**src/rtl/uart_pkg.sv**
```systemverilog
// Shared types and helpers for the parametrised UART transceiver.
package uart_pkg;

    // Widest supported data word; parity helpers work on this width.
    localparam int MAX_DATA_BITS = 9;

    typedef logic [MAX_DATA_BITS-1:0] word_t;

    typedef enum logic [1:0] {
        NONE = 2'b00,
        EVEN = 2'b01,
        ODD  = 2'b10,
        MARK = 2'b11
    } parity_mode_t;

    typedef enum logic [2:0] {
        TX_IDLE,
        TX_START,
        TX_DATA,
        TX_PARITY,
        TX_STOP
    } tx_state_t;

    typedef enum logic [2:0] {
        RX_IDLE,
        RX_START,
        RX_DATA,
        RX_PARITY,
        RX_STOP,
        RX_BREAK
    } rx_state_t;

    // Parity bit for a data word; narrower words are zero-extended, which
    // leaves the XOR unchanged.
    function automatic logic parity_calc(input word_t data, input parity_mode_t mode);
        logic p;
        p = ^data;
        case (mode)
            EVEN:    return p;
            ODD:     return ~p;
            MARK:    return 1'b1;
            default: return 1'b0;
        endcase
    endfunction

endpackage

```
**src/rtl/uart_if.sv**
```systemverilog
// Bus-side handshake, configuration and receive-status signals of the UART.
interface uart_if #(
    parameter int DATA_BITS = 8,
    parameter int DIV_W     = 16
);
    logic [DIV_W-1:0]     baud_div;
    logic [1:0]           parity_mode;
    logic                 stop2;
    logic [DATA_BITS-1:0] tx_data;
    logic                 tx_valid;
    logic                 tx_ready;
    logic                 tx_busy;
    logic [DATA_BITS-1:0] rx_data;
    logic                 rx_valid;
    logic                 rx_perror;
    logic                 rx_ferror;

    // Register block side: configures, offers words, consumes receive status.
    modport master (
        output baud_div, parity_mode, stop2, tx_data, tx_valid,
        input  tx_ready, tx_busy, rx_data, rx_valid, rx_perror, rx_ferror
    );

    // Transceiver side.
    modport slave (
        input  baud_div, parity_mode, stop2, tx_data, tx_valid,
        output tx_ready, tx_busy, rx_data, rx_valid, rx_perror, rx_ferror
    );
endinterface

```
**src/rtl/uart_tick_gen.sv**
```systemverilog
// Oversampling tick generator: one tick every baud_div+1 clocks.
module uart_tick_gen #(
    parameter int DIV_W = 16
) (
    input  logic             clk,
    input  logic             reset,
    input  logic [DIV_W-1:0] baud_div,
    output logic             tick
);

    logic [DIV_W-1:0] count;
    logic [DIV_W-1:0] period;

    assign tick = (count == period);

    // Count up to the latched period, then wrap and pick up the current divisor.
    always_ff @(posedge clk or negedge reset) begin
        // NOTE: state registers use non-blocking assignments so every flop
        // samples pre-edge values regardless of statement order.
        if (!reset) begin
            count  <= '0;
            period <= '0;
        end else if (tick) begin
            count  <= '0;
            period <= baud_div;
        end else begin
            count  <= count + 1'b1;
        end
    end

endmodule

```
**src/rtl/uart_transceiver.sv**
```systemverilog
// Full-duplex UART: valid/ready transmitter and 16x-oversampled receiver
// sharing one tick generator.
module uart_transceiver
    import uart_pkg::*;
#(
    parameter int DATA_BITS  = 8,
    parameter int OVERSAMPLE = 16,
    parameter int DIV_W      = 16
) (
    input  logic  clk,
    input  logic  reset,
    uart_if.slave bus,
    output logic  txd,
    input  logic  rxd
);

    localparam int CNT_W = $clog2(OVERSAMPLE);
    localparam int IDX_W = $clog2(DATA_BITS);

    localparam logic [CNT_W-1:0] OS_LAST  = CNT_W'(OVERSAMPLE - 1);
    localparam logic [CNT_W-1:0] OS_HALF  = CNT_W'(OVERSAMPLE / 2 - 1);
    localparam logic [IDX_W-1:0] IDX_LAST = IDX_W'(DATA_BITS - 1);

    logic tick;

    uart_tick_gen #(.DIV_W(DIV_W)) u_tick_gen (
        .clk      (clk),
        .reset    (reset),
        .baud_div (bus.baud_div),
        .tick     (tick)
    );

    // ------------------------------------------------------------------
    // Transmitter
    // ------------------------------------------------------------------
    tx_state_t            tx_state;
    logic [CNT_W-1:0]     tx_cnt;
    logic [IDX_W-1:0]     tx_idx;
    logic [DATA_BITS-1:0] tx_shreg;
    logic                 tx_par;
    logic                 tx_parity_on;
    logic                 tx_stop2;
    logic                 tx_ready_q;
    logic                 tx_busy_q;

    // Frame sequencer: latches the word and settings at acceptance, then
    // walks start, data (LSB first), optional parity and stop bits.
    always_ff @(posedge clk or negedge reset) begin
        if (!reset) begin
            tx_state     <= TX_IDLE;
            tx_cnt       <= '0;
            tx_idx       <= '0;
            tx_shreg     <= '0;
            tx_par       <= 1'b0;
            tx_parity_on <= 1'b0;
            tx_stop2     <= 1'b0;
            tx_ready_q   <= 1'b0;
            tx_busy_q    <= 1'b0;
            txd          <= 1'b1;
        end else begin
            case (tx_state)
                TX_IDLE: begin
                    if (bus.tx_valid && tx_ready_q) begin
                        tx_state     <= TX_START;
                        tx_cnt       <= '0;
                        tx_shreg     <= bus.tx_data;
                        tx_par       <= parity_calc(word_t'(bus.tx_data),
                                                    parity_mode_t'(bus.parity_mode));
                        tx_parity_on <= (parity_mode_t'(bus.parity_mode) != NONE);
                        tx_stop2     <= bus.stop2;
                        tx_ready_q   <= 1'b0;
                        tx_busy_q    <= 1'b1;
                        txd          <= 1'b0;
                    end else begin
                        tx_ready_q <= 1'b1;
                    end
                end
                default: begin
                    if (tick) begin
                        if (tx_cnt != OS_LAST) begin
                            tx_cnt <= tx_cnt + 1'b1;
                        end else begin
                            tx_cnt <= '0;
                            case (tx_state)
                                TX_START: begin
                                    tx_state <= TX_DATA;
                                    tx_idx   <= '0;
                                    txd      <= tx_shreg[0];
                                end
                                TX_DATA: begin
                                    if (tx_idx != IDX_LAST) begin
                                        tx_idx   <= tx_idx + 1'b1;
                                        tx_shreg <= tx_shreg >> 1;
                                        txd      <= tx_shreg[1];
                                    end else if (tx_parity_on) begin
                                        tx_state <= TX_PARITY;
                                        txd      <= tx_par;
                                    end else begin
                                        tx_state <= TX_STOP;
                                        tx_idx   <= '0;
                                        txd      <= 1'b1;
                                    end
                                end
                                TX_PARITY: begin
                                    tx_state <= TX_STOP;
                                    tx_idx   <= '0;
                                    txd      <= 1'b1;
                                end
                                TX_STOP: begin
                                    if (tx_stop2 && tx_idx == '0) begin
                                        tx_idx <= IDX_W'(1);
                                    end else begin
                                        tx_state   <= TX_IDLE;
                                        tx_busy_q  <= 1'b0;
                                        tx_ready_q <= 1'b1;
                                    end
                                end
                                default: tx_state <= TX_IDLE;
                            endcase
                        end
                    end
                end
            endcase
        end
    end

    assign bus.tx_ready = tx_ready_q;
    assign bus.tx_busy  = tx_busy_q;

    // ------------------------------------------------------------------
    // Receiver
    // ------------------------------------------------------------------
    logic [1:0]           rx_sync;
    logic                 rxs;
    rx_state_t            rx_state;
    logic [CNT_W-1:0]     rx_cnt;
    logic [IDX_W-1:0]     rx_idx;
    logic [DATA_BITS-1:0] rx_shreg;
    parity_mode_t         rx_mode;
    logic                 rx_perr;
    logic [DATA_BITS-1:0] rx_data_q;
    logic                 rx_valid_q;
    logic                 rx_perror_q;
    logic                 rx_ferror_q;

    // Two-flop synchroniser for the asynchronous serial input.
    always_ff @(posedge clk or negedge reset) begin
        // NOTE: resets to the idle line level so reset release never looks
        // like a start bit.
        if (!reset) rx_sync <= 2'b11;
        else        rx_sync <= {rx_sync[0], rxd};
    end

    assign rxs = rx_sync[1];

    // Frame receiver: start detect with false-start check, mid-bit sampling,
    // status update at the first stop bit, break hold-off on framing error.
    always_ff @(posedge clk or negedge reset) begin
        if (!reset) begin
            rx_state    <= RX_IDLE;
            rx_cnt      <= '0;
            rx_idx      <= '0;
            rx_shreg    <= '0;
            rx_mode     <= NONE;
            rx_perr     <= 1'b0;
            rx_data_q   <= '0;
            rx_valid_q  <= 1'b0;
            rx_perror_q <= 1'b0;
            rx_ferror_q <= 1'b0;
        end else begin
            // NOTE: default-low here makes rx_valid a single-cycle pulse
            // without tracking when to clear it.
            rx_valid_q <= 1'b0;
            case (rx_state)
                RX_IDLE: begin
                    if (tick && !rxs) begin
                        rx_state <= RX_START;
                        rx_cnt   <= '0;
                        rx_mode  <= parity_mode_t'(bus.parity_mode);
                    end
                end
                RX_START: begin
                    if (tick) begin
                        if (rx_cnt != OS_HALF) begin
                            rx_cnt <= rx_cnt + 1'b1;
                        end else begin
                            rx_cnt <= '0;
                            rx_idx <= '0;
                            rx_state <= rxs ? RX_IDLE : RX_DATA;
                        end
                    end
                end
                RX_BREAK: begin
                    if (rxs) rx_state <= RX_IDLE;
                end
                default: begin
                    if (tick) begin
                        if (rx_cnt != OS_LAST) begin
                            rx_cnt <= rx_cnt + 1'b1;
                        end else begin
                            rx_cnt <= '0;
                            case (rx_state)
                                RX_DATA: begin
                                    rx_shreg <= {rxs, rx_shreg[DATA_BITS-1:1]};
                                    if (rx_idx != IDX_LAST) begin
                                        rx_idx <= rx_idx + 1'b1;
                                    end else begin
                                        rx_perr  <= 1'b0;
                                        rx_state <= (rx_mode == NONE) ? RX_STOP : RX_PARITY;
                                    end
                                end
                                RX_PARITY: begin
                                    rx_perr  <= (rxs != parity_calc(word_t'(rx_shreg), rx_mode));
                                    rx_state <= RX_STOP;
                                end
                                RX_STOP: begin
                                    rx_data_q   <= rx_shreg;
                                    rx_perror_q <= rx_perr;
                                    rx_ferror_q <= !rxs;
                                    rx_valid_q  <= 1'b1;
                                    rx_state    <= rxs ? RX_IDLE : RX_BREAK;
                                end
                                default: rx_state <= RX_IDLE;
                            endcase
                        end
                    end
                end
            endcase
        end
    end

    assign bus.rx_data   = rx_data_q;
    assign bus.rx_valid  = rx_valid_q;
    assign bus.rx_perror = rx_perror_q;
    assign bus.rx_ferror = rx_ferror_q;

endmodule

```
**src/flat_wrapper.sv**
```systemverilog
// flat-port wrapper written by rule: the top's interface ports become plain ports
module uart_transceiver_flat import uart_pkg::*;
#(
    parameter int DATA_BITS  = 8,
    parameter int OVERSAMPLE = 16,
    parameter int DIV_W      = 16
)
  (clk, reset, txd, rxd, bus_baud_div, bus_parity_mode, bus_stop2, bus_tx_data, bus_tx_valid, bus_tx_ready, bus_tx_busy, bus_rx_data, bus_rx_valid, bus_rx_perror, bus_rx_ferror);
  uart_if #(.DATA_BITS(DATA_BITS), .DIV_W(DIV_W)) bus_i ();
  input  logic clk;
  input  logic reset;
  output logic txd;
  input  logic rxd;
  input wire logic [$bits(bus_i.baud_div)-1:0] bus_baud_div;
  input wire logic [$bits(bus_i.parity_mode)-1:0] bus_parity_mode;
  input wire logic [$bits(bus_i.stop2)-1:0] bus_stop2;
  input wire logic [$bits(bus_i.tx_data)-1:0] bus_tx_data;
  input wire logic [$bits(bus_i.tx_valid)-1:0] bus_tx_valid;
  output wire logic [$bits(bus_i.tx_ready)-1:0] bus_tx_ready;
  output wire logic [$bits(bus_i.tx_busy)-1:0] bus_tx_busy;
  output wire logic [$bits(bus_i.rx_data)-1:0] bus_rx_data;
  output wire logic [$bits(bus_i.rx_valid)-1:0] bus_rx_valid;
  output wire logic [$bits(bus_i.rx_perror)-1:0] bus_rx_perror;
  output wire logic [$bits(bus_i.rx_ferror)-1:0] bus_rx_ferror;
  assign bus_i.baud_div = bus_baud_div;
  assign bus_i.parity_mode = bus_parity_mode;
  assign bus_i.stop2 = bus_stop2;
  assign bus_i.tx_data = bus_tx_data;
  assign bus_i.tx_valid = bus_tx_valid;
  assign bus_tx_ready = bus_i.tx_ready;
  assign bus_tx_busy = bus_i.tx_busy;
  assign bus_rx_data = bus_i.rx_data;
  assign bus_rx_valid = bus_i.rx_valid;
  assign bus_rx_perror = bus_i.rx_perror;
  assign bus_rx_ferror = bus_i.rx_ferror;
  uart_transceiver #(.DATA_BITS(DATA_BITS), .OVERSAMPLE(OVERSAMPLE), .DIV_W(DIV_W)) u_core (.clk(clk), .reset(reset), .bus(bus_i), .txd(txd), .rxd(rxd));
endmodule
```
**config.mk**
```make
export PLATFORM = sky130hd
export DESIGN_NAME = uart_transceiver_flat
export DESIGN_NICKNAME = d
export VERILOG_FILES = /design/src/rtl/uart_pkg.sv /design/src/rtl/uart_if.sv /design/src/rtl/uart_tick_gen.sv /design/src/rtl/uart_transceiver.sv /design/src/flat_wrapper.sv
export SDC_FILE = /design/constraint.sdc
export NUM_CORES = 1
export LEC_CHECK = 0
export CORE_MARGIN = 2
export CORE_UTILIZATION = 60
export DETAILED_ROUTE_END_ITERATION = 7
export GPL_ROUTABILITY_DRIVEN = 1
export PLACE_DENSITY = 0.83
export SLEW_MARGIN = 20
export SYNTH_ARGS = -nofsm -noshare
export SYNTH_HDL_FRONTEND = slang
export SYNTH_HIERARCHICAL = 1
export SYNTH_SLANG_ARGS = --single-unit
```
**constraint.sdc**
```tcl
create_clock -name clk -period 8.29 [get_ports clk]
set_input_delay 2.0725 -clock clk [delete_from_list [all_inputs] [get_ports clk]]
set_output_delay 2.0725 -clock clk [all_outputs]
set_load 0.02 [all_outputs]
```
==> results of run 1 <==
==> cells in the mapped netlist, types with 3 or more instances <==
cell type  instances
nor2_1            40
nand2b_1           5
buf_2              8
nand3b_1           5
nand3_1           12
xor2_1             5
nor2b_1            7
mux2_4            14
xnor2_1           42
a31oi_1            4
o21ai_0           28
mux2i_1           11
buf_6              8
clkbuf_1           3
mux2_2            25
nor3_1             9
inv_1             10
o31ai_1            3
nand4_1            9
dfrtp_1           87
dfstp_2            3
nand2_1           24
ha_1               8
nor4_1             4
a21oi_1           10
==> layout make-up <==
class	count	area [µm²]	share of cell area (%)
clock buffer	10	127.6	2.402
clock inverter	6	66.31	1.248
inverter	10	37.54	0.7064
multi-input combinational	304	2246	42.27
sequential	90	2256	42.45
tap	102	127.6	2.402
timing repair buffer	46	452.9	8.524
==> worst paths after layout <==
check / startpoint / to / slack (ps) / depth (start not counted)
max: u_core/txd$_DFFE_PN1P_ / txd / 4720 / 1
min: u_core/rx_sync[0]$_DFF_PN1_ / u_core/rx_sync[1]$_DFF_PN1_ / 360 / 0
max reg2reg: u_core/u_tick_gen/count[7]$_DFF_PN0_ / u_core/rx_idx[0]$_DFFE_PN0P_ / 5590 / 6
min reg2reg: u_core/rx_sync[0]$_DFF_PN1_ / u_core/rx_sync[1]$_DFF_PN1_ / 360 / 0
max in group asynchronous: reset / u_core/u_tick_gen/count[11]$_DFF_PN0_ / 5580 / 2
min in group asynchronous: reset / u_core/tx_state[2]$_DFFE_PN0P_ / 1620 / 1
==> through the flow <==
| stage | cells | utilization [%] | hold slack [ps] |
|---|---|---|---|
| 6_report | 568 | 69.49 | 362.0 |
| 5_1_grt | 568 | 69.49 | 372.5 |
| 4_1_cts | 568 | 69.49 | 363.1 |
| 3_5_place_dp | 552 | 66.95 | 350.6 |
| 3_3_place_gp | 552 | 66.95 | 346.6 |
| 2_1_floorplan | 424 | - | 345.2 |
==> logic make-up (layout without fill, tap and decap cells) <==
kind of cell               Yosys count  in the layout  share of synthesized area [%]
and+or+nand+nor                    134            134                          15.21
DFF                                 90             90                          48.04
AOI/OAI and AO/OA                   63             63                          8.420
muxes                               52             52                          13.30
xor gates and xnor gates            47             47                          8.766
buffers and inverters               30             72                          4.130
adders and majority gates            8              8                          2.132
==> power breakdown <==
group | switching [µW] | total (µW) | internal [µW]
clock network | 156 | 296 | 141
logic | 31.0 | 69.7 | 38.6
registers | 17.9 | 471 | 453
total | 204 | 837 | 632
==> layer usage <==
layer | vias to the layer above | track usage (%) | part of all wire, %
met4 | 0 | 9.701 | 1.1
met5 | - | 0 | 0
met1 | 1605 | 30.79 | 45
met2 | 55 | 35.58 | 51
met3 | 8 | 3.255 | 3.3
li1 | 1555 | - | -
==> flip-flops by register name (all words and copies together), names as in the netlist, 2 cells and up <==
name and count:
u_core/tx_cnt 4, u_core/rx_sync 2, u_core/u_tick_gen/count 16, u_core/rx_shreg 8
u_core/tx_idx 3, u_core/tx_shreg 8, u_core/rx_mode 2, u_core/bus.rx_data 8
u_core/rx_state 3, u_core/u_tick_gen/period 16, u_core/rx_cnt 4, u_core/rx_idx 3
u_core/tx_state 3
==> flow_metrics.py, run 1 <==
metrics = {
    "status": {
        "status": "finished clean",
    },
    "routing": {
        "routed_via_density": 5.674,
        "drc": 0,
        "antenna_left": 0,
        "routed_wl_mm": 8.697,
        "via_count": 3223,
        "wl_per_cell_um": 15.31,
        "firstDrtPassIters": 5,
        "drt_iter0_markers": 200,
    },
    "logic_synthesis": {
        "ys_seq_elements": 90,
        "yosysTopAreaCell": "dfrtp_1",
        "yosysSeqAreaShare_pct": 48.04,
        "async_reset_ff_share_pct": 100.0,
        "avgSynthCellArea_um2": 11.07,
        "syn_inst": 424,
        "synth_edf_count": 0,
        "yosysTopAreaCellShare_pct": 46.36,
        "synth_warnings": 6,
        "syn-cell-area_um2": 4696,
        "netlist-cell-type-count": 54,
        "synth_nets": 463,
        "synthTopCellsByArea": "dfrtp_1, xnor2_1, mux2_2",
        "synthFlopType": "dfrtp_1",
    },
    "finish": {
        "nets": 500,
        "layout_common_cells": "dfrtp_1, clkdlybuf4s50_1, xnor2_1, nor2_1, o21ai_0",
        "final_cell_area_um2": 5314,
        "drive_above_1_share_pct": 15.45,
        "fill_cells": 557,
        "final_common_cell": "dfrtp_1",
        "area_growth_pct": 13.16,
        "antenna_cells": 0,
    },
    "critical_path": {
        "cp_cell_sequence": "clkdlybuf4s50_1",
        "crit_buf_inv": 1,
        "critPathTopFamily": "buffers and inverters",
        "crit_fanout": 2,
        "endpoint_kind": "output pin",
        "cpPeakStageDelay_ps": 600,
        "cp-start-kind": "flop",
        "critPathSlowestCell": "clkdlybuf4s50_1",
        "critPathArrivalTime_ps": 1490,
        "crit_required_ps": 6220,
        "worstSetupPathType": "reg2out",
    },
    "timing": {
        "fin_crit_sh_pct": 43.02,
        "tightest_slew_ps": 749.4,
        "fin_crit_ps": 3567,
        "max_freq_ghz": 0.2804,
        "hold_viol_final": 0,
        "worst_slack_ps": 4723,
        "grt_setup_unrepaired": "false",
        "maxSlewViolCount": 0,
        "relSlewSlack_pct": 50.04,
        "finalClockSkew_ps": 14.94,
        "finalSetupViolations": 0,
        "tns_ps": 0,
    },
    "global_routing": {
        "track_usage_pct": 22.37,
        "grt_pass1_vias": 3250,
        "grt_overflow": 0,
        "grt_max_degree": 63,
        "grt_first_pass_wirelength_mm": 15.20,
        "antenna_found_initial": 0,
    },
    "worst_hold_path": {
        "hold_class": "reg2reg",
    },
    "floorplanning": {
        "die_x_um": 92.47,
        "die_height_um": 92.47,
        "start_util_pct": 61.40,
        "io_pins": 45,
        "core_um2": 7647,
        "die_area_um2": 8550,
        "rows": 32,
    },
    "placed_design": {
        "hpwl_mm": 6.152,
        "dp_slack_ps": 4530,
        "place_area_um2": 5120,
        "gp_congestion": 0.8906,
        "io_buffers": 44,
    },
    "clock_tree": {
        "clkLatencyLatePin_ps": 360,
        "cts_tree": "yes",
        "clock-sinks": 90,
        "cts_buffers": 9,
        "clock_path_buffers": 2,
        "htree_levels": 3,
        "cts_root_buf": "clkbuf_8",
        "clkTransAtPathRegs_ps": 90,
        "cts_setup_buffers": 0,
        "postCtsHoldBufs": 0,
        "post_cts_resized": 0,
    },
    "power_and_ir_drop": {
        "p_total_uw": 836.5,
        "power_density_nw_per_um2": 157.4,
        "ir_drop_mv": 0.1101,
        "power.leakage_uw": 0.002318,
    },
    "run": {
        "drv_cap": 0,
    },
}
Note: power is estimated with default switching activity, not from simulation.
==> inputs of run 2 (changes only) <==
- CORE_UTILIZATION: 60 -> 57
- PLACE_DENSITY: 0.83 -> 0.8
- clock period: 8.29 -> 3.6 ns (I/O delays scaled with it)
==> flow_metrics.py, run 2 (synthesis results as in run 1) <==
metrics = {
    "floorplanning": {
        "die_height_um": 94.77,
        "io_pins": 45,
        "die_x_um": 94.77,
        "start_util_pct": 58.02,
        "rows": 33,
        "die_area_um2": 8980,
        "core_um2": 8093,
    },
    "routing": {
        "antenna_left": 0,
        "firstDrtPassIters": 4,
        "via_count": 3257,
        "routed_wl_mm": 8.857,
        "drc": 0,
        "wl_per_cell_um": 15.51,
        "drt_iter0_markers": 178,
        "routed_via_density": 5.704,
    },
    "power_and_ir_drop": {
        "power.leakage_uw": 0.002316,
        "combPwrFrac_pct": 8.6,
        "intPower_uw": 1418,
        "p_sw_share_pct": 26.00,
        "ir_drop_mv": 0.1848,
        "power_density_nw_per_um2": 360.0,
        "switching_power_uw": 498.1,
        "p_clk_share_pct": 35.0,
        "seqPwrFrac_pct": 56.4,
    },
    "critical_path": {
        "cp-start-kind": "flop",
        "critPathArrivalTime_ps": 2910,
        "worstSetupPathType": "reg2reg",
        "crit_required_ps": 3840,
        "crit_fanout": 8,
        "endpoint_kind": "flop",
    },
    "status": {
        "status": "finished clean",
    },
    "clock_tree": {
        "htree_levels": 3,
        "cts_setup_buffers": 0,
        "clock-sinks": 90,
        "clkTransAtPathRegs_ps": 100,
        "clkLatencyLatePin_ps": 360,
        "clock_path_buffers": 2,
        "cts_tree": "yes",
        "post_cts_resized": 0,
        "postCtsHoldBufs": 0,
        "cts_buffers": 9,
        "cts_root_buf": "clkbuf_8",
    },
    "timing": {
        "grt_setup_unrepaired": "false",
        "relSlewSlack_pct": 47.13,
        "hold_viol_final": 0,
        "finalSetupViolations": 0,
        "maxSlewViolCount": 0,
        "tns_ps": 0,
        "finalClockSkew_ps": 13.46,
        "max_freq_ghz": 0.3752,
        "tightest_slew_ps": 793.0,
        "fin_crit_ps": 2665,
        "fin_crit_sh_pct": 74.03,
    },
    "finish": {
        "antenna_cells": 0,
        "drive_above_1_share_pct": 15.67,
        "layout_common_cells": "dfrtp_1, clkdlybuf4s50_1, xnor2_1, nor2_1, o21ai_0",
        "area_growth_pct": 13.32,
        "multi_input_area_um2": 2246,
        "nets": 500,
        "utilization_pct": 65.75,
        "seq_area_um2": 2256,
        "final_common_cell": "dfrtp_1",
        "final_cell_area_um2": 5321,
        "fill_cells": 665,
        "reg_top3": "u_core/u_tick_gen/count: 16 flops, u_core/u_tick_gen/period: 16 flops",
    },
    "placed_design": {
        "hpwl_mm": 6.135,
        "gp_congestion": 0.8477,
        "io_buffers": 44,
        "place_area_um2": 5124,
    },
    "global_routing": {
        "antenna_found_initial": 0,
        "grt_first_pass_wirelength_mm": 15.05,
        "grt_pass1_vias": 3259,
        "grt_overflow": 0,
        "track_usage_pct": 21.34,
        "grt_max_degree": 90,
    },
    "worst_hold_path": {
        "hold_class": "reg2reg",
    },
    "run": {
        "drv_cap": 0,
    },
}
-- run 2: final timing paths --
path                                                      start                             end  slack (ps)  cells past startpoint
setup / recovery           u_core/u_tick_gen/count[1]$_DFF_PN0_  u_core/rx_shreg[5]$_DFFE_PN0P_         930                      8
hold / removal                      u_core/rx_sync[0]$_DFF_PN1_     u_core/rx_sync[1]$_DFF_PN1_         360                      0
setup reg to reg           u_core/u_tick_gen/count[1]$_DFF_PN0_  u_core/rx_shreg[5]$_DFFE_PN0P_         930                      8
hold reg to reg                     u_core/rx_sync[0]$_DFF_PN1_     u_core/rx_sync[1]$_DFF_PN1_         360                      0
max in group asynchronous                                 reset     u_core/rx_sync[1]$_DFF_PN1_        2390                      2
min in group asynchronous                                 reset    u_core/tx_idx[1]$_DFFE_PN0P_         570                      1
-- run 2: layout make-up --
cell class	instances	share of cell area, %
Tap cell	105	2.469
Clock buffer	10	2.586
Clock inverter	6	1.058
Inverter	10	0.7054
Timing Repair Buffer	46	8.582
Multi-Input combinational cell	304	42.21
Sequential cell	90	42.39
-- run 2: layer usage --
metal	wire length, µm	track usage, %	part of all wire [%]
met1	3843	27.40	43
met5	0	0	0
met4	183	7.488	2.1
met2	4510	35.93	51
met3	319	4.389	3.6
-- run 2: power by group through the flow --
stage                     clock (µW)  sequential (µW)  combinational, µW
after detailed placement           0             1100                164
after global routing             745             1090                181
final                            671             1080                164
after floorplan                    0             1090               95.6
after global placement             0             1100                159
after CTS                        693             1080                166
-- run 2: metrics by stage --
stage          setup WS (ps)  instances  power, µW  hold slack [ps]
2_1_floorplan          796.3        424       1186            345.2
3_3_place_gp            1030        555       1259            350.7
3_5_place_dp           937.6        555       1264            349.9
4_1_cts                931.3        571       1939            367.5
5_1_grt                651.9        571       2012            370.5
6_report               934.9        571       1916            363.5
-- run 2: worst max-delay path: stages (launching register included) --
cell and delay, ps:
dfrtp_1 430, xnor2_1 220, nand4_1 170, nor4_4 530, nand2_1 140, nor2_1 190, nand3b_1 200, nor2_4 290
mux2_2 380
==> inputs of run 3 (changes only) <==
- CORE_UTILIZATION: 57 -> 52
- PLACE_DENSITY: 0.8 -> 0.76
- clock period: 3.6 -> 2.4 ns (I/O delays scaled with it)
==> flow_metrics.py, run 3 (synthesis results as in run 1) <==
metrics = {
    "placed_design": {
        "post-place-cells": 568,
        "place_area_um2": 5218,
        "gp_congestion": 0.8179,
        "hpwl_mm": 6.165,
        "io_buffers": 44,
    },
    "floorplanning": {
        "rows": 34,
        "start_util_pct": 53.85,
        "die_height_um": 99.03,
        "io_pins": 45,
        "die_x_um": 99.03,
        "core_um2": 8721,
        "die_area_um2": 9806,
    },
    "timing": {
        "maxSlewViolCount": 0,
        "finalClockSkew_ps": 13.16,
        "tns_ps": 0,
        "grt_setup_unrepaired": "true",
        "fin_crit_sh_pct": 97.37,
        "relSlewSlack_pct": 47.81,
        "tightest_slew_ps": 782.8,
        "hold_viol_final": 0,
        "finalSetupViolations": 0,
        "max_freq_ghz": 0.4279,
        "hold_ws_ps": 181.2,
        "fin_crit_ps": 2337,
    },
    "status": {
        "status": "finished clean",
    },
    "critical_path": {
        "worstSetupStartpoint": "u_core/u_tick_gen/period[2]$_DFFE_PN0N_",
        "cp_cell_sequence": "xnor2_2 -> nand4_1 -> nor4_4 -> buf_4 -> buf_6 -> a21oi_2 -> nand3b_1 -> or2_4 -> o311ai_2",
        "endpoint_kind": "flop",
        "cp-start-kind": "flop",
        "critPathSlowestCell": "dfrtp_1",
        "timing.rr.start": "u_core/u_tick_gen/period[2]$_DFFE_PN0N_",
        "cpPeakStageDelay_ps": 410,
        "worstSetupPathType": "reg2reg",
        "crit_required_ps": 2660,
        "critPathArrivalTime_ps": 2590,
        "crit_fanout": 4,
        "r2r_cells": 9,
    },
    "finish": {
        "reg_top3": "u_core/u_tick_gen/count: 16 flops, u_core/u_tick_gen/period: 16 flops",
        "nets": 520,
        "antenna_cells": 0,
        "drive_above_1_share_pct": 21.40,
        "area_growth_pct": 19.74,
        "final_common_cell": "dfrtp_1",
        "fill_cells": 665,
        "multi_input_area_um2": 2359,
        "layout_common_cells": "dfrtp_1, clkdlybuf4s50_1, nor2_1, xnor2_1, o21ai_0",
        "seq_area_um2": 2256,
        "final_cells": 594,
        "final_cell_area_um2": 5623,
    },
    "clock_tree": {
        "clock-sinks": 90,
        "postCtsHoldBufs": 0,
        "clkLatencyLatePin_ps": 360,
        "htree_levels": 3,
        "cts_root_buf": "clkbuf_8",
        "clock_path_buffers": 2,
        "cts_buffers": 9,
        "clkTransAtPathRegs_ps": 90,
        "cts_tree": "yes",
    },
    "routing": {
        "firstDrtPassIters": 4,
        "routed_via_density": 5.599,
        "drc": 0,
        "routed_wl_mm": 9.140,
        "wl_per_cell_um": 15.39,
        "via_count": 3326,
        "antenna_left": 0,
        "drt_iter0_markers": 222,
    },
    "worst_hold_path": {
        "hold_class": "in2async",
    },
    "global_routing": {
        "grt_pass1_vias": 3236,
        "grt_overflow": 0,
        "track_usage_pct": 19.01,
        "grt_max_degree": 57,
        "antenna_found_initial": 0,
        "grt_first_pass_wirelength_mm": 15.25,
    },
    "power_and_ir_drop": {
        "p_total_uw": 2921,
        "power_density_nw_per_um2": 519.5,
        "ir_drop_mv": 0.3452,
        "power.leakage_uw": 0.002451,
    },
    "run": {
        "drv_cap": 0,
    },
}
-- run 3: cell count changes in the layout (fill, tap and decap cells not counted), sizes merged --
cell | previous run | this run
buf | 3 | 22
inv | 14 | 10
clkinv | 1 | 3
bufinv | 0 | 1
clkinvlp | 1 | 2
o211ai | 4 | 5
-- run 3: final timing paths --
| path | endpoint | slack (ps) |
|---|---|---|
| worst min register to register | u_core/rx_sync[1]$_DFF_PN1_ | 370 |
| max in group asynchronous | u_core/rx_cnt[3]$_DFFE_PN0P_ | 1570 |
| worst max-delay path | u_core/rx_state[1]$_DFFE_PN0P_ | 60 |
| worst max register to register | u_core/rx_state[1]$_DFFE_PN0P_ | 60 |
| min in group clk | u_core/rx_sync[1]$_DFF_PN1_ | 370 |
| worst min-delay path | u_core/tx_shreg[2]$_DFFE_PN0P_ | 180 |
-- run 3: final cells by class --
type / instances / share of cell area (%)
clock inverter: 6 / 1.202
multi-input combinational: 305 / 41.94
sequential: 90 / 40.12
inverter: 10 / 0.6676
tap: 108 / 2.403
timing repair buffer: 65 / 11.39
clock buffer: 10 / 2.270
-- run 3: what timing repair did --
item / CTS / global route
setup buffers: 2 / 7
pin swaps: 4 / 12
gates cloned: 0 / 1
resized for setup: 1 / 27
endpoints found under the setup margin: 9 / 29
-- run 3: routing by layer --
metal | wire length, µm | vias up | track usage [%] | share of wire [%]
li1 | - | 1604 | - | -
met1 | 4385 | 1655 | 28.54 | 48
met2 | 4362 | 57 | 28.43 | 48
met3 | 285 | 10 | 2.908 | 3.1
met4 | 107 | 0 | 6.217 | 1.2
met5 | 0 | - | 0 | 0
-- run 3: power by group --
part           switching [µW]  total (µW)  internal (µW)
clock                     535        1020            483
sequential               47.5        1610           1560
combinational             130         291            162
total                     712        2920           2210
-- run 3: through the flow --
step | setup slack, ps | util (%)
3_5_place_dp | 10.01 | 59.83
5_1_grt | -66.14 | 64.48
6_report | 63.13 | 64.48
3_3_place_gp | 78.87 | 59.83
2_1_floorplan | -197.2 | -
4_1_cts | 20.75 | 62.32
-- run 3: critical path, delay by kind of cell, from the launching register on --
kind | cells | cell delay (ps)
buf+inv | 2 | 280
xor+xnor | 1 | 170
compound gates | 2 | 290
flops | 1 | 410
simple gates | 4 | 1070
